`src/rtl/draw_sprites_mux_if.sv`:
```
// VGA raster timing plus pixel colour, carried between pipeline stages.
// Latency: none, plain signal bundle. Backpressure: none, streams at pixel rate.
interface vga_if;
    logic [10:0] hcount;
    logic [10:0] vcount;
    logic        hsync;
    logic        vsync;
    logic        hblnk;
    logic        vblnk;
    logic [11:0] rgb;

    modport in  (input  hcount, vcount, hsync, vsync, hblnk, vblnk, rgb);
    modport out (output hcount, vcount, hsync, vsync, hblnk, vblnk, rgb);
endinterface

```
`src/rtl/draw_sprites_mux.sv`:
```
// Multi-sprite overlay from a shared frame-sheet ROM, fixed priority, per-frame collision flag.
// Latency: 3 clk from in.* to out.*; the ROM is read between stage 1 and stage 2.
// Backpressure: none, one pixel per clk with no stall path.
module draw_sprites_mux #(
    parameter int          SPRITES     = 8,
    parameter int          SPR_W       = 32,
    parameter int          SPR_H       = 32,
    parameter int          FRAMES      = 4,
    parameter logic [11:0] TRANSPARENT = 12'h000,
    parameter logic [11:0] BLANK_RGB   = 12'h888,
    localparam int         FW          = $clog2(FRAMES),
    localparam int         RW          = $clog2(SPR_H),
    localparam int         CW          = $clog2(SPR_W),
    localparam int         AW          = FW + RW + CW
) (
    input  logic                         clk,
    input  logic                         rst_n,
    input  logic                         enable,
    input  logic [SPRITES-1:0]           sprite_en,
    input  logic [SPRITES-1:0][10:0]     xpos,
    input  logic [SPRITES-1:0][10:0]     ypos,
    input  logic [SPRITES-1:0][FW-1:0]   frame,
    input  logic [SPRITES-1:0]           flip,
    input  logic [11:0]                  rgb_pixel,
    output logic [AW-1:0]                pixel_addr,
    output logic                         collision,
    vga_if.in                            in,
    vga_if.out                           out
);

    typedef struct packed {
        logic [10:0] hcount;
        logic [10:0] vcount;
        logic        hsync;
        logic        vsync;
        logic        hblnk;
        logic        vblnk;
        logic [11:0] rgb;
    } tim_t;

    tim_t in_tim, s1_tim, s2_tim, o_tim;

    logic [SPRITES-1:0]         sh_en;
    logic [SPRITES-1:0][10:0]   sh_x;
    logic [SPRITES-1:0][10:0]   sh_y;
    logic [SPRITES-1:0][FW-1:0] sh_frame;
    logic [SPRITES-1:0]         sh_flip;

    logic        vblnk_prev;
    logic        vblnk_rise;
    logic        coll_acc;
    logic        s1_hit, s2_hit;
    logic [11:0] s2_rom;
    logic [11:0] s3_rgb;

    logic [SPRITES-1:0] hit;
    logic               any_hit;
    logic               multi_hit;
    logic [AW-1:0]      win_addr;
    logic [RW-1:0]      dy;
    logic [CW-1:0]      dx;
    logic [11:0]        h12, v12;

    assign in_tim     = {in.hcount, in.vcount, in.hsync, in.vsync, in.hblnk, in.vblnk, in.rgb};
    assign vblnk_rise = in.vblnk && !vblnk_prev;

    // Box test widened to 12 bits so a sprite near x/y=2047 cannot wrap onto column/row 0.
    always_comb begin
        hit = '0;
        h12 = {1'b0, in.hcount};
        v12 = {1'b0, in.vcount};
        for (int i = 0; i < SPRITES; i++) begin
            hit[i] = enable && sh_en[i]
                  && (v12 >= {1'b0, sh_y[i]}) && (v12 < {1'b0, sh_y[i]} + 12'(SPR_H))
                  && (h12 >= {1'b0, sh_x[i]}) && (h12 < {1'b0, sh_x[i]} + 12'(SPR_W));
        end
    end

    // Walk from highest to lowest index so the lowest hitting sprite is the last one written.
    always_comb begin
        any_hit   = 1'b0;
        multi_hit = 1'b0;
        win_addr  = '0;
        dy        = '0;
        dx        = '0;
        for (int i = SPRITES - 1; i >= 0; i--) begin
            if (hit[i]) begin
                multi_hit = multi_hit | any_hit;
                any_hit   = 1'b1;
                dy        = RW'(in.vcount - sh_y[i]);
                dx        = CW'(in.hcount - sh_x[i]);
                if (sh_flip[i])
                    dx = CW'(SPR_W - 1) - dx;
                win_addr  = {sh_frame[i], dy, dx};
            end
        end
    end

    always_ff @(posedge clk or negedge rst_n) begin
        if (!rst_n) begin
            vblnk_prev <= 1'b0;
            sh_en      <= '0;
            sh_x       <= '0;
            sh_y       <= '0;
            sh_frame   <= '0;
            sh_flip    <= '0;
            coll_acc   <= 1'b0;
            collision  <= 1'b0;
        end else begin
            vblnk_prev <= in.vblnk;
            if (vblnk_rise) begin
                sh_en     <= sprite_en;
                sh_x      <= xpos;
                sh_y      <= ypos;
                sh_frame  <= frame;
                sh_flip   <= flip;
                collision <= coll_acc;
                coll_acc  <= 1'b0;
            end else if (multi_hit && !in.hblnk && !in.vblnk) begin
                coll_acc  <= 1'b1;
            end
        end
    end

    always_ff @(posedge clk or negedge rst_n) begin
        if (!rst_n) begin
            s1_tim     <= '0;
            s1_hit     <= 1'b0;
            pixel_addr <= '0;
            s2_tim     <= '0;
            s2_hit     <= 1'b0;
            s2_rom     <= '0;
            o_tim      <= '0;
        end else begin
            s1_tim <= in_tim;
            s1_hit <= any_hit;
            if (any_hit)
                pixel_addr <= win_addr;
            s2_tim <= s1_tim;
            s2_hit <= s1_hit;
            s2_rom <= rgb_pixel;
            o_tim  <= s2_tim;
            o_tim.rgb <= s3_rgb;
        end
    end

    // A transparent winner shows the background, never a lower-priority sprite beneath it.
    always_comb begin
        s3_rgb = s2_tim.rgb;
        if (s2_tim.hblnk || s2_tim.vblnk)
            s3_rgb = BLANK_RGB;
        else if (s2_hit && (s2_rom != TRANSPARENT))
            s3_rgb = s2_rom;
    end

    assign out.hcount = o_tim.hcount;
    assign out.vcount = o_tim.vcount;
    assign out.hsync  = o_tim.hsync;
    assign out.vsync  = o_tim.vsync;
    assign out.hblnk  = o_tim.hblnk;
    assign out.vblnk  = o_tim.vblnk;
    assign out.rgb    = o_tim.rgb;

endmodule

```
`src/flat_wrapper.sv`:
```
// flat-port wrapper written by rule: the top's interface ports become plain ports
module draw_sprites_mux_flat 
#(
    parameter int          SPRITES     = 8,
    parameter int          SPR_W       = 32,
    parameter int          SPR_H       = 32,
    parameter int          FRAMES      = 4,
    parameter logic [11:0] TRANSPARENT = 12'h000,
    parameter logic [11:0] BLANK_RGB   = 12'h888,
    localparam int         FW          = $clog2(FRAMES),
    localparam int         RW          = $clog2(SPR_H),
    localparam int         CW          = $clog2(SPR_W),
    localparam int         AW          = FW + RW + CW
)
  (clk, rst_n, enable, sprite_en, xpos, ypos, frame, flip, rgb_pixel, pixel_addr, collision, in_hcount, in_vcount, in_hsync, in_vsync, in_hblnk, in_vblnk, in_rgb, out_hcount, out_vcount, out_hsync, out_vsync, out_hblnk, out_vblnk, out_rgb);
  vga_if in_i ();
  vga_if out_i ();
  input  logic clk;
  input  logic rst_n;
  input  logic enable;
  input  logic [SPRITES-1:0] sprite_en;
  input  logic [SPRITES-1:0][10:0] xpos;
  input  logic [SPRITES-1:0][10:0] ypos;
  input  logic [SPRITES-1:0][FW-1:0] frame;
  input  logic [SPRITES-1:0] flip;
  input  logic [11:0] rgb_pixel;
  output logic [AW-1:0] pixel_addr;
  output logic collision;
  input wire logic [$bits(in_i.hcount)-1:0] in_hcount;
  input wire logic [$bits(in_i.vcount)-1:0] in_vcount;
  input wire logic [$bits(in_i.hsync)-1:0] in_hsync;
  input wire logic [$bits(in_i.vsync)-1:0] in_vsync;
  input wire logic [$bits(in_i.hblnk)-1:0] in_hblnk;
  input wire logic [$bits(in_i.vblnk)-1:0] in_vblnk;
  input wire logic [$bits(in_i.rgb)-1:0] in_rgb;
  output wire logic [$bits(out_i.hcount)-1:0] out_hcount;
  output wire logic [$bits(out_i.vcount)-1:0] out_vcount;
  output wire logic [$bits(out_i.hsync)-1:0] out_hsync;
  output wire logic [$bits(out_i.vsync)-1:0] out_vsync;
  output wire logic [$bits(out_i.hblnk)-1:0] out_hblnk;
  output wire logic [$bits(out_i.vblnk)-1:0] out_vblnk;
  output wire logic [$bits(out_i.rgb)-1:0] out_rgb;
  assign in_i.hcount = in_hcount;
  assign in_i.vcount = in_vcount;
  assign in_i.hsync = in_hsync;
  assign in_i.vsync = in_vsync;
  assign in_i.hblnk = in_hblnk;
  assign in_i.vblnk = in_vblnk;
  assign in_i.rgb = in_rgb;
  assign out_hcount = out_i.hcount;
  assign out_vcount = out_i.vcount;
  assign out_hsync = out_i.hsync;
  assign out_vsync = out_i.vsync;
  assign out_hblnk = out_i.hblnk;
  assign out_vblnk = out_i.vblnk;
  assign out_rgb = out_i.rgb;
  draw_sprites_mux #(.SPRITES(SPRITES), .SPR_W(SPR_W), .SPR_H(SPR_H), .FRAMES(FRAMES), .TRANSPARENT(TRANSPARENT), .BLANK_RGB(BLANK_RGB)) u_core (.clk(clk), .rst_n(rst_n), .enable(enable), .sprite_en(sprite_en), .xpos(xpos), .ypos(ypos), .frame(frame), .flip(flip), .rgb_pixel(rgb_pixel), .pixel_addr(pixel_addr), .collision(collision), .in(in_i), .out(out_i));
endmodule
```
`config.mk`:
```
export PLATFORM = sky130hd
export DESIGN_NAME = draw_sprites_mux_flat
export DESIGN_NICKNAME = d
export VERILOG_FILES = /design/src/rtl/draw_sprites_mux_if.sv /design/src/rtl/draw_sprites_mux.sv /design/src/flat_wrapper.sv
export SDC_FILE = /design/constraint.sdc
export NUM_CORES = 1
export LEC_CHECK = 0
export ABC_AREA = 1
export BUFFER_PORTS_ARGS = -buffer_cell sky130_fd_sc_hd__buf_2
export CORE_ASPECT_RATIO = 0.9
export CORE_MARGIN = 1
export CORE_UTILIZATION = 50
export CTS_CLUSTER_DIAMETER = 80
export DETAILED_ROUTE_END_ITERATION = 8
export PLACE_DENSITY_LB_ADDON = 0.08
export RECOVER_POWER = 25
export SLEW_MARGIN = 40
export SYNTH_ARGS = -nofsm -noshare
export SYNTH_HDL_FRONTEND = slang
export SYNTH_SLANG_ARGS = --single-unit
```
`constraint.sdc`:
```
create_clock -name clk -period 3.4 [get_ports clk]
set_input_delay 0.34 -clock clk [delete_from_list [all_inputs] [get_ports clk]]
set_output_delay 0.34 -clock clk [all_outputs]
set_load 0.05 [all_outputs]
```
==> run_results.csv <==
group,metric,value,unit
route,via_per_inst,5.24,
run_status,status,"complete, no violations",
timing,finalSetupViolCount,0,
final_layout,fin_cells,3674,
worst_hold_path,min_from,"ypos[41]",
die,start_util,0.507,
setup_path,path_class,"primary input to flip-flop",
clock_network,cts.sinks,350,
route,num_vias,19249,
logic_synthesis,synth_area_per_cell,8.60,sq um
place,dp_cells,3506,
clock_network,cts.path.max_buffers,3,
timing,max_freq,307,MHz
die,die_w,225,um
global_route,grt_pass1_wl,100000,um
place,dpl_worst_slack,0.0621,ns
route,first_iter_violations,1050,
route,avgRoutedWirePerCell,17.2,um
global_route,grt_max_degree,97,
logic_synthesis,ys_types,62,
final_layout,multi_input_area,12200,sq um
global_route,grt_busiest_layer,"met2",
timing,hold_violations,0,
die,die-area,45700,sq um
timing,tightest_slew,1.25,ns
timing,hold_ws,0.0192,ns
route,ant_nets,0,
clock_network,cts_tree,"done",
setup_path,crit_required,3.91,ns
final_layout,drive_above_1_share,0.169,
logic_synthesis,synth_area,22400,sq um
die,core_area,44200,sq um
final_layout,fillers,3966,
global_route,use_met2,0.452,
final_layout,area.sequential,8760,sq um
setup_path,reg2reg_to,"u_core.pixel_addr[7]",
global_route,grt.total_usage,0.279,
power,p_leak,14.2,nW
route,totalWireLength,63300,um
logic_synthesis,ys_ff_latch,350,
route,drc,0,
place,portBuffers,311,
final_layout,area_growth,21.8,%
worst_hold_path,worstHoldEndpoint,"u_core.sh_y[41]",
logic_synthesis,yosys_warnings,0,
power,powerDensity,524,nW/um^2
die,rows,73,
clock_network,insertion_delay,0.57,ns
die,die_h,203,um
setup_path,r2r_slack,0.23,ns
route,drtPass1Iterations,5,
logic_synthesis,yosysSeqAreaShare,0.391,
global_route,gr-usage-met1,0.376,
setup_path,worstPathMaxFanout,10,
logic_synthesis,netlist_instances,2609,
clock_network,clk_pin_slew,0.06,ns
clock_network,cts_root_buffer,"clkbuf_16",
job,drv_cap,0,
global_route,antenna_found_initial,2,
timing,period_share,0.957,
global_route,use_met3,0.0431,
global_route,grt.overflow.total,0,
final_layout,postLayoutCellArea,27300,sq um
clock_network,numCtsBuffers,40,
global_route,grt_pass1_vias,19375,
final_layout,num-nets-final,3609,
worst_hold_path,hold_depth,3,
timing,finalClockSkew,0.0122,ns
worst_hold_path,worstHoldPathType,"primary input to flip-flop",
place,dp.final_hpwl,48100,um
setup_path,endpoint_kind,"flip-flop",
setup_path,r2r_start,"u_core.sh_y[38]",
power,power.total,14.3,mW
timing,rsz0062_at_grt,"true",
timing,slew-limit-headroom,0.165,
timing,period_needed,3.25,ns
power,ir_worst_vdd,438,uV
timing,setup_slack,0.147,ns
setup_path,crit_arrival,3.76,ns
logic_synthesis,syn-num-nets,3174,
setup_path,worst_setup_path_start_kind,"primary input",
place,gp_congestion,0.918,
die,ioPinCount,312,
clock_network,htree_levels,2,
place,detailed_place.area,24900,sq um
setup_path,reg2regPathDepth,17,
timing,slew_violations,0,
[metal layers]
metal | wire length [um] | share of wire | up-vias
met3 | 3170 | 0.050 | 137
met1 | 28900 | 0.46 | 9102
met4 | 2470 | 0.039 | 2
met5 | 8 | 0.00013 | -
li1 | - | - | 9537
met2 | 28700 | 0.45 | 471
[layout by cell type (no fill, tap or decap), drive strengths merged, types with 5 or more instances in the layout]
cell type | Yosys | final
a211oi | 5 | 5
a21o | 7 | 7
a21oi | 290 | 290
buf | 20 | 350
bufinv | 0 | 7
clkbuf | 40 | 68
clkinv | 4 | 11
clkinvlp | 0 | 10
dfrtp | 350 | 350
dlygate4sd3 | 0 | 82
fa | 16 | 16
ha | 288 | 288
inv | 320 | 319
mux2 | 45 | 45
nand2 | 399 | 399
nand3 | 120 | 121
nand3b | 8 | 8
nand4 | 47 | 47
nor2 | 308 | 308
nor3 | 41 | 41
nor4 | 9 | 9
o211ai | 7 | 7
o21a | 17 | 17
o21ai | 80 | 80
o21bai | 7 | 7
o31ai | 8 | 8
or2 | 7 | 7
xnor2 | 48 | 48
xor2 | 89 | 89
[final cells by class]
class                   instances  area share
multi-input cells            1876       0.448
flip-flops and latches        350       0.321
repair buffers                451       0.106
inverters                     324      0.0451
clock buffers                  49      0.0401
well taps                     600      0.0275
clock inverters                22      0.0124
repair inverters                1    0.000183
diodes                          1   0.0000916
[per-stage QoR]
stage | setup TNS, ns | utilization
finish | 0 | 0.618
global route | -0.144 | 0.618
CTS | 0 | 0.615
detailed placement | 0 | 0.564
global placement | 0 | 0.564
floorplan | 0 | -
[cell families (layout without fill, tap and decap cells)]
family	after synthesis	after routing	share of synthesized area
and+or+nand+nor	944	945	0.183
AOI/OAI and AO/OA	445	445	0.109
buffers and inverters	384	847	0.0663
DFF	350	350	0.391
adders and majority gates	304	304	0.175
xor gates and xnor gates	137	137	0.0535
muxes	45	45	0.0226
other	0	1	0
[power breakdown]
group,internal [mW],leakage (nW),total [mW],switching (mW)
registers,4.64,3.99,4.94,0.305
clock network,2.84,0.684,4.69,1.85
logic,1.79,9.50,4.69,2.90
[worst max-delay path by stage]
stage          depth (start not counted)          from  slack (ns)                     to
6_report                              19  in_vcount[0]        0.15   u_core.pixel_addr[7]
5_1_grt                               23  in_vcount[0]       -0.03   u_core.pixel_addr[5]
4_1_cts                               23  in_vcount[0]        0.09  u_core.pixel_addr[10]
3_5_place_dp                          22  in_vcount[0]        0.06  u_core.pixel_addr[10]
3_3_place_gp                          22  in_vcount[0]        0.12  u_core.pixel_addr[10]
2_1_floorplan                         21  in_vcount[0]        0.77   u_core.pixel_addr[2]
[registers in the layout (all words and copies together), names as in the netlist, 12 cells and up]
register,cells
u_core.out.rgb,12
u_core.s1_tim,37
u_core.sh_frame,16
u_core.s2_rom,12
u_core.s2_tim,38
u_core.pixel_addr,12
u_core.sh_y,88
u_core.sh_x,88
[repair_timing]
item | in CTS | in global routing
hold buffers | 82 | 0
setup buffers | 0 | 12
endpoints found under the setup margin | 0 | 14
endpoints found under the hold margin | 126 | 0
gates resized for setup | 0 | 11
[synthesized netlist by cell type, drive strengths merged]
master,n,area share
ha,288,0.16
o21a,17,0.0057
dfrtp,350,0.39
clkbuf,40,0.0067
a21o,7,0.0023
nor4,9,0.0025
o21bai,7,0.0023
fa,16,0.014
o41ai,1,0.00039
o2111ai,4,0.0016
a311oi,1,0.00039
o211ai,7,0.0026
a31oi,4,0.0011
a311o,1,0.00045
o221ai,1,0.00039
buf,20,0.0052
a22oi,1,0.00033
nor2,308,0.054
nand2,399,0.069
a21oi,290,0.065
nor3b,1,0.00033
inv,320,0.054
a211oi,5,0.0017
and3b,1,0.00039
a21boi,4,0.0013
o311a,2,0.00089
nand3,120,0.028
o211a,4,0.0018
o21ai,80,0.018
or2,7,0.0020
nand4,47,0.013
clkinv,4,0.00089
and3,3,0.00084
o311ai,1,0.00039
mux2,45,0.023
nor3,41,0.0096
nand3b,8,0.0027
xor2,89,0.035
xnor2,48,0.019
o31ai,8,0.0027
[critical path: stages]
cell and delay, ns:
dlygate4sd3_1 0.54, buf_2 0.14, clkinvlp_4 0.21, buf_4 0.20
ha_1 0.22, fa_1 0.42, o21a_1 0.25, o31ai_2 0.24
nor2_1 0.12, nand2_2 0.11, clkinv_4 0.10, nor2_4 0.12
nand2_4 0.07, nor2_4 0.10, nand2_4 0.09, nor2_8 0.18
buf_4 0.18, nand2_2 0.06, nand3_2 0.06
Power figures use the tool's default switching activity.
